### config.mk
export PLATFORM = sky130hd
export DESIGN_NAME = enemy_path_sched
export DESIGN_NICKNAME = d
export VERILOG_FILES = /design/src/rtl/enemy_path_sched.sv
export SDC_FILE = /design/constraint.sdc
export NUM_CORES = 1
export LEC_CHECK = 0
export ABC_AREA = 1
export BUFFER_PORTS_ARGS = -buffer_cell sky130_fd_sc_hd__clkbuf_2
export CORE_MARGIN = 2
export CORE_UTILIZATION = 55
export DETAILED_ROUTE_END_ITERATION = 12
export PLACE_DENSITY = 0.89
export SYNTH_ARGS = -nofsm -noshare
export SYNTH_HDL_FRONTEND = slang
export SYNTH_SLANG_ARGS = --single-unit
### constraint.sdc
create_clock -name pclk -period 4.5 [get_ports pclk]
set_input_delay 0.225 -clock pclk [delete_from_list [all_inputs] [get_ports pclk]]
set_output_delay 0.225 -clock pclk [all_outputs]
set_load 0.02 [all_outputs]
### src/rtl/enemy_path_sched.sv
// enemy_path_sched: time-shares the enemy path ROM, one phase-shifted
// read per live enemy per movement tick, words delivered with a strobe.
// Ports: pclk, rst_n (async, active low); level/level_load from the
// level controller; enemy_alive mask; rom_addr/rom_data to the sync ROM;
// pos_data/pos_valid per enemy; frame_done at sweep end; busy != IDLE.
module enemy_path_sched #(
  parameter int NUM_ENEMIES = 4,
  parameter int TICK_LIMIT  = 1000000,
  parameter int LEVEL_LEN   = 150,
  parameter int PHASE_STEP  = 37,
  parameter int DATA_W      = 12
) (
  input  logic                          pclk,
  input  logic                          rst_n,
  input  logic [3:0]                    level,
  input  logic                          level_load,
  input  logic [NUM_ENEMIES-1:0]        enemy_alive,
  output logic [11:0]                   rom_addr,
  input  logic [DATA_W-1:0]             rom_data,
  output logic [NUM_ENEMIES*DATA_W-1:0] pos_data,
  output logic [NUM_ENEMIES-1:0]        pos_valid,
  output logic                          frame_done,
  output logic                          busy
);

  localparam int TW = (TICK_LIMIT > 1) ? $clog2(TICK_LIMIT) : 1;
  localparam int IW = (NUM_ENEMIES > 1) ? $clog2(NUM_ENEMIES) : 1;
  // wide enough for off + PHASE_STEP before the wrap subtract
  localparam int OW = $clog2(LEVEL_LEN + PHASE_STEP + 1);

  typedef enum logic [2:0] {
    S_IDLE,
    S_ISSUE,
    S_WAIT,
    S_CAPTURE,
    S_ADVANCE
  } state_t;

  state_t r_state;
  state_t w_state_n;

  logic [3:0]                    r_level_q;
  logic [OW-1:0]                 r_step;
  logic [OW-1:0]                 r_off;
  logic [IW-1:0]                 r_idx;
  logic [TW-1:0]                 r_tick_cnt;
  logic [11:0]                   r_rom_addr;
  logic [NUM_ENEMIES*DATA_W-1:0] r_pos_data;
  logic [NUM_ENEMIES-1:0]        r_pos_valid;
  logic                          r_frame_done;

  logic          w_tick;
  logic          w_last;
  logic [3:0]    w_lvl_m1;
  logic [11:0]   w_base;
  logic [11:0]   w_addr;
  logic [OW-1:0] w_off_sum;
  logic [OW-1:0] w_off_nxt;
  logic          w_start;
  logic          w_issue;
  logic          w_step_off;
  logic          w_idx_inc;
  logic          w_capture;
  logic          w_advance;

  assign w_tick    = (r_tick_cnt == TW'(TICK_LIMIT - 1));
  assign w_last    = (r_idx == IW'(NUM_ENEMIES - 1));
  assign w_lvl_m1  = r_level_q - 4'd1;
  assign w_base    = 12'(LEVEL_LEN) * {8'd0, w_lvl_m1};
  assign w_addr    = w_base + 12'(r_off);
  assign w_off_sum = r_off + OW'(PHASE_STEP);
  assign w_off_nxt = (w_off_sum >= OW'(LEVEL_LEN)) ?
                     (w_off_sum - OW'(LEVEL_LEN)) : w_off_sum;

  always_ff @(posedge pclk or negedge rst_n) begin
    if (!rst_n) r_state <= S_IDLE;
    else        r_state <= w_state_n;
  end

  always_comb begin
    w_state_n  = r_state;
    w_start    = 1'b0;
    w_issue    = 1'b0;
    w_step_off = 1'b0;
    w_idx_inc  = 1'b0;
    w_capture  = 1'b0;
    w_advance  = 1'b0;
    unique case (r_state)
      S_IDLE: begin
        if (w_tick) begin
          w_start   = 1'b1;
          w_state_n = S_ISSUE;
        end
      end
      S_ISSUE: begin
        if (enemy_alive[r_idx]) begin
          w_issue   = 1'b1;
          w_state_n = S_WAIT;
        end else begin
          w_step_off = 1'b1;
          if (w_last) w_state_n = S_ADVANCE;
          else        w_idx_inc = 1'b1;
        end
      end
      S_WAIT: w_state_n = S_CAPTURE;
      S_CAPTURE: begin
        w_capture  = 1'b1;
        w_step_off = 1'b1;
        if (w_last) begin
          w_state_n = S_ADVANCE;
        end else begin
          w_idx_inc = 1'b1;
          w_state_n = S_ISSUE;
        end
      end
      S_ADVANCE: begin
        w_advance = 1'b1;
        w_state_n = S_IDLE;
      end
      default: w_state_n = S_IDLE;
    endcase
    // a level change abandons the sweep, including any in-flight read
    if (level_load) begin
      w_state_n  = S_IDLE;
      w_start    = 1'b0;
      w_issue    = 1'b0;
      w_step_off = 1'b0;
      w_idx_inc  = 1'b0;
      w_capture  = 1'b0;
      w_advance  = 1'b0;
    end
  end

  always_ff @(posedge pclk or negedge rst_n) begin
    if (!rst_n) begin
      r_level_q    <= 4'd1;
      r_step       <= '0;
      r_off        <= '0;
      r_idx        <= '0;
      r_tick_cnt   <= '0;
      r_rom_addr   <= '0;
      r_pos_data   <= '0;
      r_pos_valid  <= '0;
      r_frame_done <= 1'b0;
    end else begin
      r_pos_valid  <= '0;
      r_frame_done <= 1'b0;
      r_tick_cnt   <= w_tick ? '0 : r_tick_cnt + 1'b1;
      if (level_load) begin
        r_level_q  <= (level == 4'd0) ? 4'd1 : level;
        r_step     <= '0;
        r_tick_cnt <= '0;
      end
      if (w_start) begin
        r_idx <= '0;
        r_off <= r_step;
      end
      if (w_issue)    r_rom_addr <= w_addr;
      if (w_step_off) r_off      <= w_off_nxt;
      if (w_idx_inc)  r_idx      <= r_idx + 1'b1;
      if (w_capture) begin
        r_pos_data[r_idx*DATA_W +: DATA_W] <= rom_data;
        r_pos_valid <= NUM_ENEMIES'(1) << r_idx;
      end
      if (w_advance) begin
        r_step <= (r_step == OW'(LEVEL_LEN - 1)) ?
                  '0 : r_step + 1'b1;
        r_frame_done <= 1'b1;
      end
    end
  end

  assign rom_addr   = r_rom_addr;
  assign pos_data   = r_pos_data;
  assign pos_valid  = r_pos_valid;
  assign frame_done = r_frame_done;
  assign busy       = (r_state != S_IDLE);

endmodule
# Word-level counts from Yosys, hierarchy flattened
# Index checks and enable logic that the tools add are counted.
# W data, S select, Z words.
[word_totals] reg_bits=110 latchBits=0 ram_bits=0 romBits=0 inputBits=23 output_inout_bits=66 wordCells=80 memories=0
[classes] addsub=8 mul=2 n_div=0 n_lt_le_gt_ge=2 eq_ne=9 shift=3 mux=39 bitwise_logic=0 n_reduce_logical=7
[op_table] cell="$bwmux W48" count=1
[op_table] cell="$mux W8" count=6
[op_table] cell="$shift A12 B34 Y48 const A" count=1
[op_table] cell="$shiftx A12 B34 Y48" count=1
[op_table] cell="$mux W20" count=2
[op_table] cell="$neg A6 Y34" count=1
[op_table] cell="$add A20 B1 Y20 const B" count=1
[op_table] cell="$eq A20 B20 Y1 const B" count=1
[op_table] cell="$mux W1" count=17
[op_table] cell="$mux W3" count=5
[op_table] cell="$add A12 B8 Y12" count=1
[op_table] cell="$pmux W3 S4" count=1
[op_table] cell="$mul A7 B4 Y11 const A" count=1
[op_table] cell="$add A8 B1 Y8 const B" count=1
[op_table] cell="$add A8 B6 Y8 const B" count=1
[op_table] cell="$eq A8 B8 Y1 const B" count=1
[op_table] cell="$ge A8 B8 Y1 const B" count=1
[op_table] cell="$mux W4" count=2
[op_table] cell="$sub A8 B8 Y8 const B" count=1
[op_table] cell="$eq A3 B2 Y1 const B" count=2
[op_table] cell="$reduce_bool A2 Y1" count=3
[op_table] cell="$logic_not A4 Y1" count=1
[op_table] cell="$mul A2 B2 Y4 const B" count=1
[op_table] cell="$mux W2" count=2
[op_table] cell="other kinds (14)" count=15

# Longest topological paths before layout
# Gate-level depths: netlist (run 1).
[logic_depth] ltp_word=6 mapped_depth=30 depth_no_buf=30

# Worst setup path after synthesis (run 1)
# No wires, ideal clock.
[synth_timing] path_type="reg-to-reg" from="register r_level_q[0]" to="register r_rom_addr[11], in the netlist rom_addr[11]" setup_time_ps=117 t_arrival_ps=3514 required_ps=4383 path_slack_ps=869 path_stages_with_launch=30 n_path_buf=0 synth_period_minus_slack_ps=3631 cell_sequence="dfstp_2 -> inv_1 -> ha_1 -> inv_1 -> nand2_1 -> nand2_1 -> inv_1 -> ha_1 -> inv_1 -> fa_1 -> inv_1 -> ha_1 -> inv_1 -> nor2_1 -> nand2_1 -> nand2_1 -> xnor2_1 -> inv_1 -> ha_1 -> nand2_1 -> inv_1 -> nand2_1 -> nand3_1 -> nand2_1 -> nand2_1 -> nand2_1 -> nor2_1 -> nand3_1 -> nand3_1 -> nand2_1"
[synth_between] elab_chain_len=3
[synth_lines] item="from (decl)" line="42" text="logic [3:0] r_level_q;"
[synth_lines] item="from (signal assigned)" line="150" text="r_level_q <= (level == 4'd0) ? 4'd1 : level;"
[synth_lines] item="$sub A4 B1 Y4" line="68" text="assign w_lvl_m1 = r_level_q - 4'd1;"
[synth_lines] item="$mul A7 B4 Y11" line="69" text="assign w_base = 12'(LEVEL_LEN) * {8'd0, w_lvl_m1};"
[synth_lines] item="$add A12 B8 Y12" line="70" text="assign w_addr = w_base + 12'(r_off);"
[synth_lines] item="to (signal assigned)" line="158" text="if (w_issue) r_rom_addr <= w_addr;"
[synth_lines] item="to (decl)" line="47" text="logic [11:0] r_rom_addr;"
# No other way between the ends.
# A chain may end at the register's enable or synchronous reset.

# Final worst setup path (run 1)
# Same ends and word-level chain as after synthesis.

==> impl_metrics.tcl, run 1 <==
set metrics [dict create \
    outcome "complete, no violations" \
    r2r-end "rom_addr[11]" \
    irDropWorstVdd_mv 0.316 \
    synthCells 842 \
    grt_max_degree 71 \
    ys_seq_area_share_pct 41.4 \
    antenna_left 0 \
    synth.most_common_cell "nand2_1" \
    p_leak_nw 3.86 \
    power_frac_seq_pct 28.0 \
    max_stage_delay_ps 560 \
    synth_area_mm2 0.00665 \
    startpoint "r_level_q[0]" \
    drv_slew 0 \
    whs_ps 88.8 \
    syn-num-nets 903 \
    p_per_area_mw_per_mm2 605 \
    die-area_mm2 0.0130 \
    fin_cells 1079 \
    synth_edf_count 0 \
    rsz0062_at_grt "no" \
    port_buffers 88 \
    die_y_um 114 \
    reg2reg_depth 29 \
    hold_buffers 1 \
    fmaxAchievable_ghz 0.246 \
    tightest_slew_ps 852 \
    finalSetupViolCount 0 \
    cts-htree-levels 3 \
    path_clk_slew_ps 80 \
    postLayoutCoreUtil_pct 63.3 \
    grt_pass1_vias 5870 \
    fin_worst_skew_ps 15.2 \
    post_dp_cell_area_mm2 0.00720 \
    hold_violations 0 \
    ios 89 \
    synth.avg_cell_area_um2 7.90 \
    synth_cell_type_count 49 \
    cap_viol_max_count 0 \
    die_x_um 114 \
    cpMaxStageDelayCell "dfstp_2" \
    yosys-top-cells-count "nand2_1 (206), dfrtp_1 (109), inv_1 (89), nor2_1 (64), nand3_1 (48)" \
    p_sw_mw 2.24 \
    ff_latch_area_mm2 0.00275 \
    fp-row-count 40 \
    synth.top_cell.area_share_pct 41.0 \
    gr-total-overflow 0 \
    routedWlPerCell_um 14.9 \
    finalSetupTns_ps 0 \
    power.internal_mw 2.31 \
    cts_tree "done" \
    dp_hpwl_mm 11.8 \
    dr.pass1.iters 5 \
    post-synth-top-area-cell "dfrtp_1" \
    place_congestion 0.949 \
    drt_iter0_drc 457 \
    fin_crit_sh_pct 90.4 \
    crit_end "rom_addr[11]" \
    clockBufferDepth 2 \
    insertedDiodeCount 0 \
    worstSetupStartpointType "register" \
    cts_resized 0 \
    crit_top_cell "nand2_1" \
    routed_wirelength_mm 16.1 \
    numCtsBuffers 9 \
    vias 6152 \
    synth_ff_type "dfrtp_1" \
    ys_warn_count 0 \
    critPathRequiredTime_ps 4760 \
    grt_usage_pct 25.9 \
    drc 0 \
    fillCellCount 1022 \
    combinationalPowerShare_pct 53.3 \
    cp.arrival_ps 4330 \
    pwr-share-clk_pct 18.7 \
    cp-end-kind "register" \
    cts_sinks 110 \
    min_path_type "primary input to register" \
    grt_pass1_wl_mm 27.0 \
    postCtsSetupBuffers 0 \
    start_util_pct 55.8 \
    synthArstFlopShare_pct 100 \
    crit_fanout 5 \
    place_inst 1062 \
    viasPerCell 5.70 \
    fin_area_mm2 0.00754 \
    antenna_found_initial 0 \
    syn_to_final_growth_pct 13.3 \
    multi_input_area_mm2 0.00337 \
    p_sw_share_pct 49.2 \
    period_needed_ps 4070 \
    path_class "register to register" \
    rrSetupSlack_ps 430 \
    clockRootBuffer "clkbuf_16" \
    clock_latency_ps 370 \
    synth_area_leaders "dfrtp_1 (41%), nand2_1 (12%), ha_1 (6.8%)" \
    r2r_start "r_level_q[0]" \
    ys_ff_latch 110 \
    fin_nets 988 \
    core_area_mm2 0.0119 \
    slew_headroom_pct 43.2 \
    drive_above_1_share_pct 17.7 \
]
## power by group through the flow
stage	registers (mW)	clock network, mW	logic (mW)
floorplan	1.38	0	1.72
global placement	1.29	0	2.28
detailed placement	1.29	0	2.35
CTS	1.27	0.861	2.38
global route	1.29	0.908	2.72
finish	1.28	0.852	2.43
## area by class of cell
cell class                      instances  area share, %
Sequential cell                       110           36.5
Clock buffer                            9           2.99
Clock inverter                          7           1.38
Multi-Input combinational cell        602           44.8
Inverter                              112           5.58
Timing Repair Buffer                   92           6.31
Tap cell                              147           2.44
## cell usage in the layout, fill, tap and decap left out, types with 31 or more instances in the layout
cell type	synthesis	final
nand3_1	48	48
a21oi_1	31	31
nor2_1	64	64
o21ai_0	40	40
nand2_1	206	206
inv_1	89	89
clkbuf_2	0	87
o21ai_1	46	46
dfrtp_1	109	109
ha_1	36	36
## worst max-delay path, delay by kind of cell (launching register included)
family	cells	cell delay [ps]
xor gates and xnor gates	1	150
and+or+nand+nor	15	1160
DFF	1	560
adders and majority gates	5	1490
buffers and inverters	8	630
## cell families after synthesis
logic type	Yosys count	synth area share [%]
compound gates	160	14.3
xor+xnor	21	2.77
fa+ha+maj	38	7.37
buf+inv	130	7.88
flops	110	41.4
simple gates	383	26.3
## worst min-delay path by stage
stage | slack (ps) | from | cells past startpoint | end
after global placement | 380 | rst_n | 1 | pos_data[45]
after floorplan | -70 | rst_n | 0 | frame_done
after global routing | 110 | level[3] | 3 | r_level_q[3]
final | 90 | level[3] | 3 | r_level_q[3]
after CTS | 80 | level[3] | 3 | r_level_q[3]
after detailed placement | 380 | rst_n | 1 | pos_data[45]
## sequential cells by signal (all words and copies together), names as in the netlist
name / cells
r_tick_cnt: 20
r_level_q: 4
r_step: 8
pos_data: 48
r_state: 3
pos_valid: 4
r_idx: 2
rom_addr: 12
r_off: 8
frame_done: 1
## layer usage
metal  GRT usage [%]  wire length, um
met1            35.4             6860
met2            40.6             7510
met3            5.26             1340
met4            10.7              405
met5               0                0
## per-stage QoR
stage,setup WS [ps],total power [mW]
after global routing,119,4.92
final,430,4.56
after detailed placement,536,3.64
after CTS,443,4.52
after floorplan,869,3.10
after global placement,669,3.57
No activity file was read; power rests on OpenSTA's default activity.
==> run 2, diff against run 1 <==
--- a/config.mk
+++ b/config.mk
@@ -5,12 +5,12 @@
 export SDC_FILE = /design/constraint.sdc
 export NUM_CORES = 1
 export LEC_CHECK = 0
-export ABC_AREA = 1
 export BUFFER_PORTS_ARGS = -buffer_cell sky130_fd_sc_hd__clkbuf_2
 export CORE_MARGIN = 2
 export CORE_UTILIZATION = 55
 export DETAILED_ROUTE_END_ITERATION = 12
 export PLACE_DENSITY = 0.89
+export SLEW_MARGIN = 20
 export SYNTH_ARGS = -nofsm -noshare
 export SYNTH_HDL_FRONTEND = slang
 export SYNTH_SLANG_ARGS = --single-unit
==> impl_metrics.tcl, run 2 <==
set metrics [dict create \
    outcome "finished, violations left" \
    violations "hold timing" \
    ys_ff_latch 110 \
    routed_wirelength_mm 14.8 \
    muxShareOfSynthArea_pct 4.48 \
    clock_latency_ps 360 \
    layout_commonest_cell "dfrtp_1" \
    synthCells 668 \
    gr-total-overflow 0 \
    synthXorXnorAreaFrac_pct 5.91 \
    crit_top_cell "ha_1" \
    yosys-top-cells-count "dfrtp_1 (109), nand2_1 (99), o21ai_0 (85), nor2_1 (53), ha_1 (36)" \
    fillCellCount 866 \
    critPathRequiredTime_ps 4700 \
    cts_sinks 110 \
    cts_tree "done" \
    antenna_found_initial 0 \
    vias 5265 \
    grt_max_degree 72 \
    synth.most_common_cell "dfrtp_1" \
    startpoint "r_level_q[0]" \
    largest_reg_flops 48 \
    ys_warn_count 0 \
    drt_iter0_drc 398 \
    path_buf_inv 3 \
    path_class "register to register" \
    fp-row-count 38 \
    start_util_pct 56.7 \
    min_path_type "primary input to asynchronous set/reset pin" \
    place_congestion 0.919 \
    cap_viol_max_count 0 \
    fin_worst_skew_ps 11.4 \
    die_y_um 110 \
    hold_buffers 0 \
    synthArstFlopShare_pct 100 \
    synth.avg_cell_area_um2 9.28 \
    crit_fanout 5 \
    synth_compound_area_share_pct 15.5 \
    finalSetupTns_ps 0 \
    r2r_start "r_level_q[0]" \
    die_x_um 110 \
    drc 0 \
    clockBufferDepth 2 \
    dr.pass1.iters 6 \
    synth_top_family_by_area "simple AND/OR/NAND/NOR gates" \
    viasPerCell 5.92 \
    crit_chain "inv_1 > ha_1 > xor2_2 > ha_1 > inv_1 > fa_1 > inv_1 > ha_1 > a21o_1 > a21oi_1 > xnor2_1 > ha_1 > a21o_1 > a2111oi_2 > nor3_2 > nand3_1 > xnor2_1 > o21ai_0" \
    grt_pass1_vias 5165 \
    whs_ps -11.3 \
    grt_pass1_wl_mm 24.3 \
    path_clk_slew_ps 70 \
    postLayoutCoreUtil_pct 64.5 \
    antenna_left 0 \
    hold_violations 10 \
    port_buffers 88 \
    synth_area_mm2 0.00620 \
    grt_usage_pct 25.7 \
    cts-htree-levels 3 \
    insertedDiodeCount 0 \
    synth_ff_type "dfrtp_1" \
    p_per_area_mw_per_mm2 607 \
    dp_hpwl_mm 10.7 \
    synth_edf_count 0 \
    clockRootBuffer "clkbuf_16" \
    routedWlPerCell_um 16.7 \
    synth-adder-area-share_pct 7.91 \
    fin_nets 806 \
    fin_crit_sh_pct 93.3 \
    core_area_mm2 0.0109 \
    cp.arrival_ps 4400 \
    post-synth-top-area-cell "dfrtp_1" \
    synth.top_cell.area_share_pct 44.0 \
    cpMaxStageDelayCell "dfstp_2" \
    numCtsBuffers 9 \
    cp-end-kind "register" \
    die-area_mm2 0.0121 \
    p_leak_nw 3.37 \
    max_stage_delay_ps 560 \
    syn-num-nets 729 \
    worstSetupStartpointType "register" \
    synth_area_leaders "dfrtp_1 (44%), ha_1 (7.3%), o21ai_0 (6.9%)" \
    ios 89 \
    finalSetupViolCount 0 \
    tightest_slew_ps 911 \
    ys_seq_area_share_pct 44.4 \
    drv_slew 0 \
    fmaxAchievable_ghz 0.238 \
    period_needed_ps 4200 \
    layout_common_cells "dfrtp_1 (109), nand2_1 (99), clkbuf_2 (87), o21ai_0 (85), nor2_1 (53)" \
    syn_to_final_growth_pct 13.7 \
    synth-simple-area-share_pct 18.3 \
    drive_above_1_share_pct 18.9 \
    irDropWorstVdd_mv 0.336 \
    rsz0062_at_grt "no" \
    synth_cell_type_count 64 \
    critPathTopFamily "adder cells" \
    slew_headroom_pct 39.3 \
]
[run 2: kinds of logic (layout without fill, tap and decap cells)]
kind of cell / count (synthesis) / count (layout)
xor gates and xnor gates: 41 / 41
AOI/OAI and AO/OA: 162 / 162
DFF: 110 / 110
buffers and inverters: 50 / 132
muxes: 25 / 25
and+or+nand+nor: 242 / 242
adders and majority gates: 38 / 38
[run 2: final timing paths]
| kind | to | slack [ps] | depth (start not counted) |
|---|---|---|---|
| setup / recovery | rom_addr[10] | 300 | 18 |
| hold / removal | pos_data[0] | -10 | 1 |
| setup reg to reg | rom_addr[10] | 300 | 18 |
| hold reg to reg | pos_data[14] | 490 | 2 |
| max in group asynchronous | pos_data[29] | 3460 | 2 |
| min in group pclk | r_level_q[3] | 130 | 2 |
[run 2: through the flow]
| stage | cells | setup slack [ps] | hold slack, ps | power [mW] | cell area, um2 |
|---|---|---|---|---|---|
| 4_1_cts | 890 | 136 | 36.2 | 4.21 | 7030 |
| 6_report | 890 | 301 | -11.3 | 4.28 | 7050 |
| 3_3_place_gp | 874 | 458 | 394 | 3.24 | 6730 |
| 2_1_floorplan | 668 | 645 | -70.6 | 2.88 | 6200 |
| 5_1_grt | 890 | 16.4 | 72.2 | 4.57 | 7050 |
| 3_5_place_dp | 874 | 96.5 | 419 | 3.38 | 6730 |
[run 2: area by class of cell]
cell class,count,area [um2],share of cell area [%]
Clock inverter,4,36.3,0.515
Tap cell,140,175,2.48
Timing Repair Buffer,92,473,6.71
Multi-Input combinational cell,508,3260,46.2
Inverter,24,90.1,1.28
Clock buffer,12,267,3.78
Sequential cell,110,2750,39.1
[run 2: where the power goes]
group          switching, mW  internal [mW]  total, mW
clock                  0.384          0.430      0.814
combinational           1.36          0.849       2.21
sequential             0.140           1.12       1.26
[run 2: layer usage]
layer / vias up / wire length, um / part of all wire [%] / track usage [%]
met4: 0 / 430 / 2.9 / 11.7
li1: 2469 / - / - / -
met2: 214 / 7310 / 49 / 42.4
met5: - / 0 / 0 / 0
met1: 2535 / 6270 / 42 / 33.8
met3: 47 / 810 / 5.5 / 3.53
[run 2: timing repair]
action	in CTS	in global routing
setup buffers	0	0
setup endpoints to repair	0	2
gates resized for setup	0	4
==> run 3, diff against run 2 <==
--- a/config.mk
+++ b/config.mk
@@ -7,9 +7,9 @@
 export LEC_CHECK = 0
 export BUFFER_PORTS_ARGS = -buffer_cell sky130_fd_sc_hd__clkbuf_2
 export CORE_MARGIN = 2
-export CORE_UTILIZATION = 55
+export CORE_UTILIZATION = 58
 export DETAILED_ROUTE_END_ITERATION = 12
-export PLACE_DENSITY = 0.89
+export PLACE_DENSITY = 0.93
 export SLEW_MARGIN = 20
 export SYNTH_ARGS = -nofsm -noshare
 export SYNTH_HDL_FRONTEND = slang
==> impl_metrics.tcl, run 3 (synthesis results as in run 2) <==
set metrics [dict create \
    cts-htree-levels 3 \
    dp_hpwl_mm 10.7 \
    routed_wirelength_mm 14.5 \
    drive_above_1_share_pct 18.8 \
    numCtsBuffers 9 \
    syn_to_final_growth_pct 12.1 \
    fin_worst_skew_ps 11.9 \
    core_area_mm2 0.0104 \
    finalSetupTns_ps 0 \
    startpoint "r_level_q[0]" \
    irDropWorstVdd_mv 0.287 \
    min_path_type "primary input to register" \
    insertedDiodeCount 0 \
    layout_common_cells "dfrtp_1 (109), nand2_1 (99), clkbuf_2 (87), o21ai_0 (85), nor2_1 (53)" \
    vias 5263 \
    drv_slew 0 \
    ios 89 \
    fillCellCount 792 \
    antenna_found_initial 0 \
    place_congestion 0.938 \
    finalSetupViolCount 0 \
    viasPerCell 5.93 \
    clock_latency_ps 380 \
    die_x_um 107 \
    cts_sinks 110 \
    fin_nets 807 \
    path_class "register to register" \
    grt_usage_pct 26.0 \
    cts_tree "done" \
    gr-total-overflow 0 \
    grt_pass1_wl_mm 23.9 \
    grt_pass1_vias 5149 \
    r2r_start "r_level_q[0]" \
    slew_headroom_pct 39.9 \
    period_needed_ps 4270 \
    whs_ps 98.8 \
    crit_top_cell "ha_1" \
    largest_reg_flops 48 \
    fmaxAchievable_ghz 0.234 \
    critPathRequiredTime_ps 4740 \
    min-delay-start "level[2]" \
    path_buf_inv 3 \
    p_per_area_mw_per_mm2 584 \
    cp.arrival_ps 4520 \
    clockBufferDepth 2 \
    hold_violations 0 \
    crit_fanout 5 \
    drc 0 \
    p_leak_nw 3.33 \
    cap_viol_max_count 0 \
    die_y_um 107 \
    critPathTopFamily "adder cells" \
    outcome "complete, no violations" \
    worstSetupStartpointType "register" \
    path_clk_slew_ps 110 \
    fp-row-count 37 \
    tightest_slew_ps 895 \
    cpMaxStageDelayCell "dfstp_2" \
    routedWlPerCell_um 16.3 \
    die-area_mm2 0.0115 \
    cp-end-kind "register" \
    port_buffers 88 \
    layout_commonest_cell "dfrtp_1" \
    dr.pass1.iters 5 \
    crit_chain "inv_1 > ha_1 > xor2_2 > ha_1 > inv_1 > fa_1 > inv_1 > ha_1 > a21o_1 > a21oi_1 > xnor2_1 > ha_1 > a21o_1 > a2111oi_2 > nor3_2 > nand3_1 > xnor2_1 > o21ai_0" \
    drt_iter0_drc 404 \
    antenna_left 0 \
    start_util_pct 59.8 \
    max_stage_delay_ps 570 \
    fin_crit_sh_pct 95.0 \
    clockRootBuffer "clkbuf_8" \
    grt_max_degree 57 \
]
[run 3: cell types whose count changed in the layout (fill, tap and decap cells not counted), sizes merged]
cell / change
dlygate4sd3: +1
clkinv: +1
clkinvlp: -1
clkbuf: -1
inv: +1
[run 3: timing repair]
| item | 4_1_cts | 5_1_grt |
|---|---|---|
| hold endpoints to repair | 55 | 0 |
| resized for setup | 1 | 3 |
| setup endpoints to repair | 1 | 2 |
| hold buffers | 1 | 0 |
| buffers inserted | 0 | 0 |
| cloned | 0 | 0 |
[run 3: routing by layer]
metal / vias to the layer above / wire [um] / GRT usage [%]
met5: - / 0 / 0
met4: 0 / 380 / 8.97
met3: 41 / 834 / 5.21
met2: 206 / 6980 / 43.8
met1: 2542 / 6260 / 33.5
li1: 2474 / - / -
[run 3: metrics by stage]
step	setup slack, ps	cells	total power, mW	util [%]	instance area (um2)
floorplan	645	668	2.88	-	6200
global placement	464	870	3.24	64.8	6720
detailed placement	-9.54	870	3.38	64.8	6720
CTS	56.9	887	3.98	66.9	6930
global route	-1.75	887	4.34	67.0	6950
finish	226	887	4.05	67.0	6950
[run 3: cell type report]
class,count,area (um2),share of cell area [%]
clock buffers,11,141,2.04
clock inverters,5,51.3,0.739
inverters,24,90.1,1.30
multi-input cells,508,3260,46.9
flip-flops and latches,110,2750,39.7
well taps,136,170,2.45
repair buffers,93,483,6.95
[run 3: worst paths after layout]
check / to / slack, ps / cells past startpoint
setup / recovery: rom_addr[10] / 230 / 18
hold / removal: r_level_q[2] / 100 / 2
setup reg to reg: rom_addr[10] / 230 / 18
hold reg to reg: rom_addr[4] / 490 / 2
max in group asynchronous: r_level_q[3] / 2920 / 3
min in group asynchronous: pos_data[0] / 410 / 2
[run 3: where the power goes]
part           internal (mW)  total, mW  switching, mW
combinational          0.850       2.20           1.35
sequential              1.12       1.26          0.143
clock                  0.230      0.594          0.364
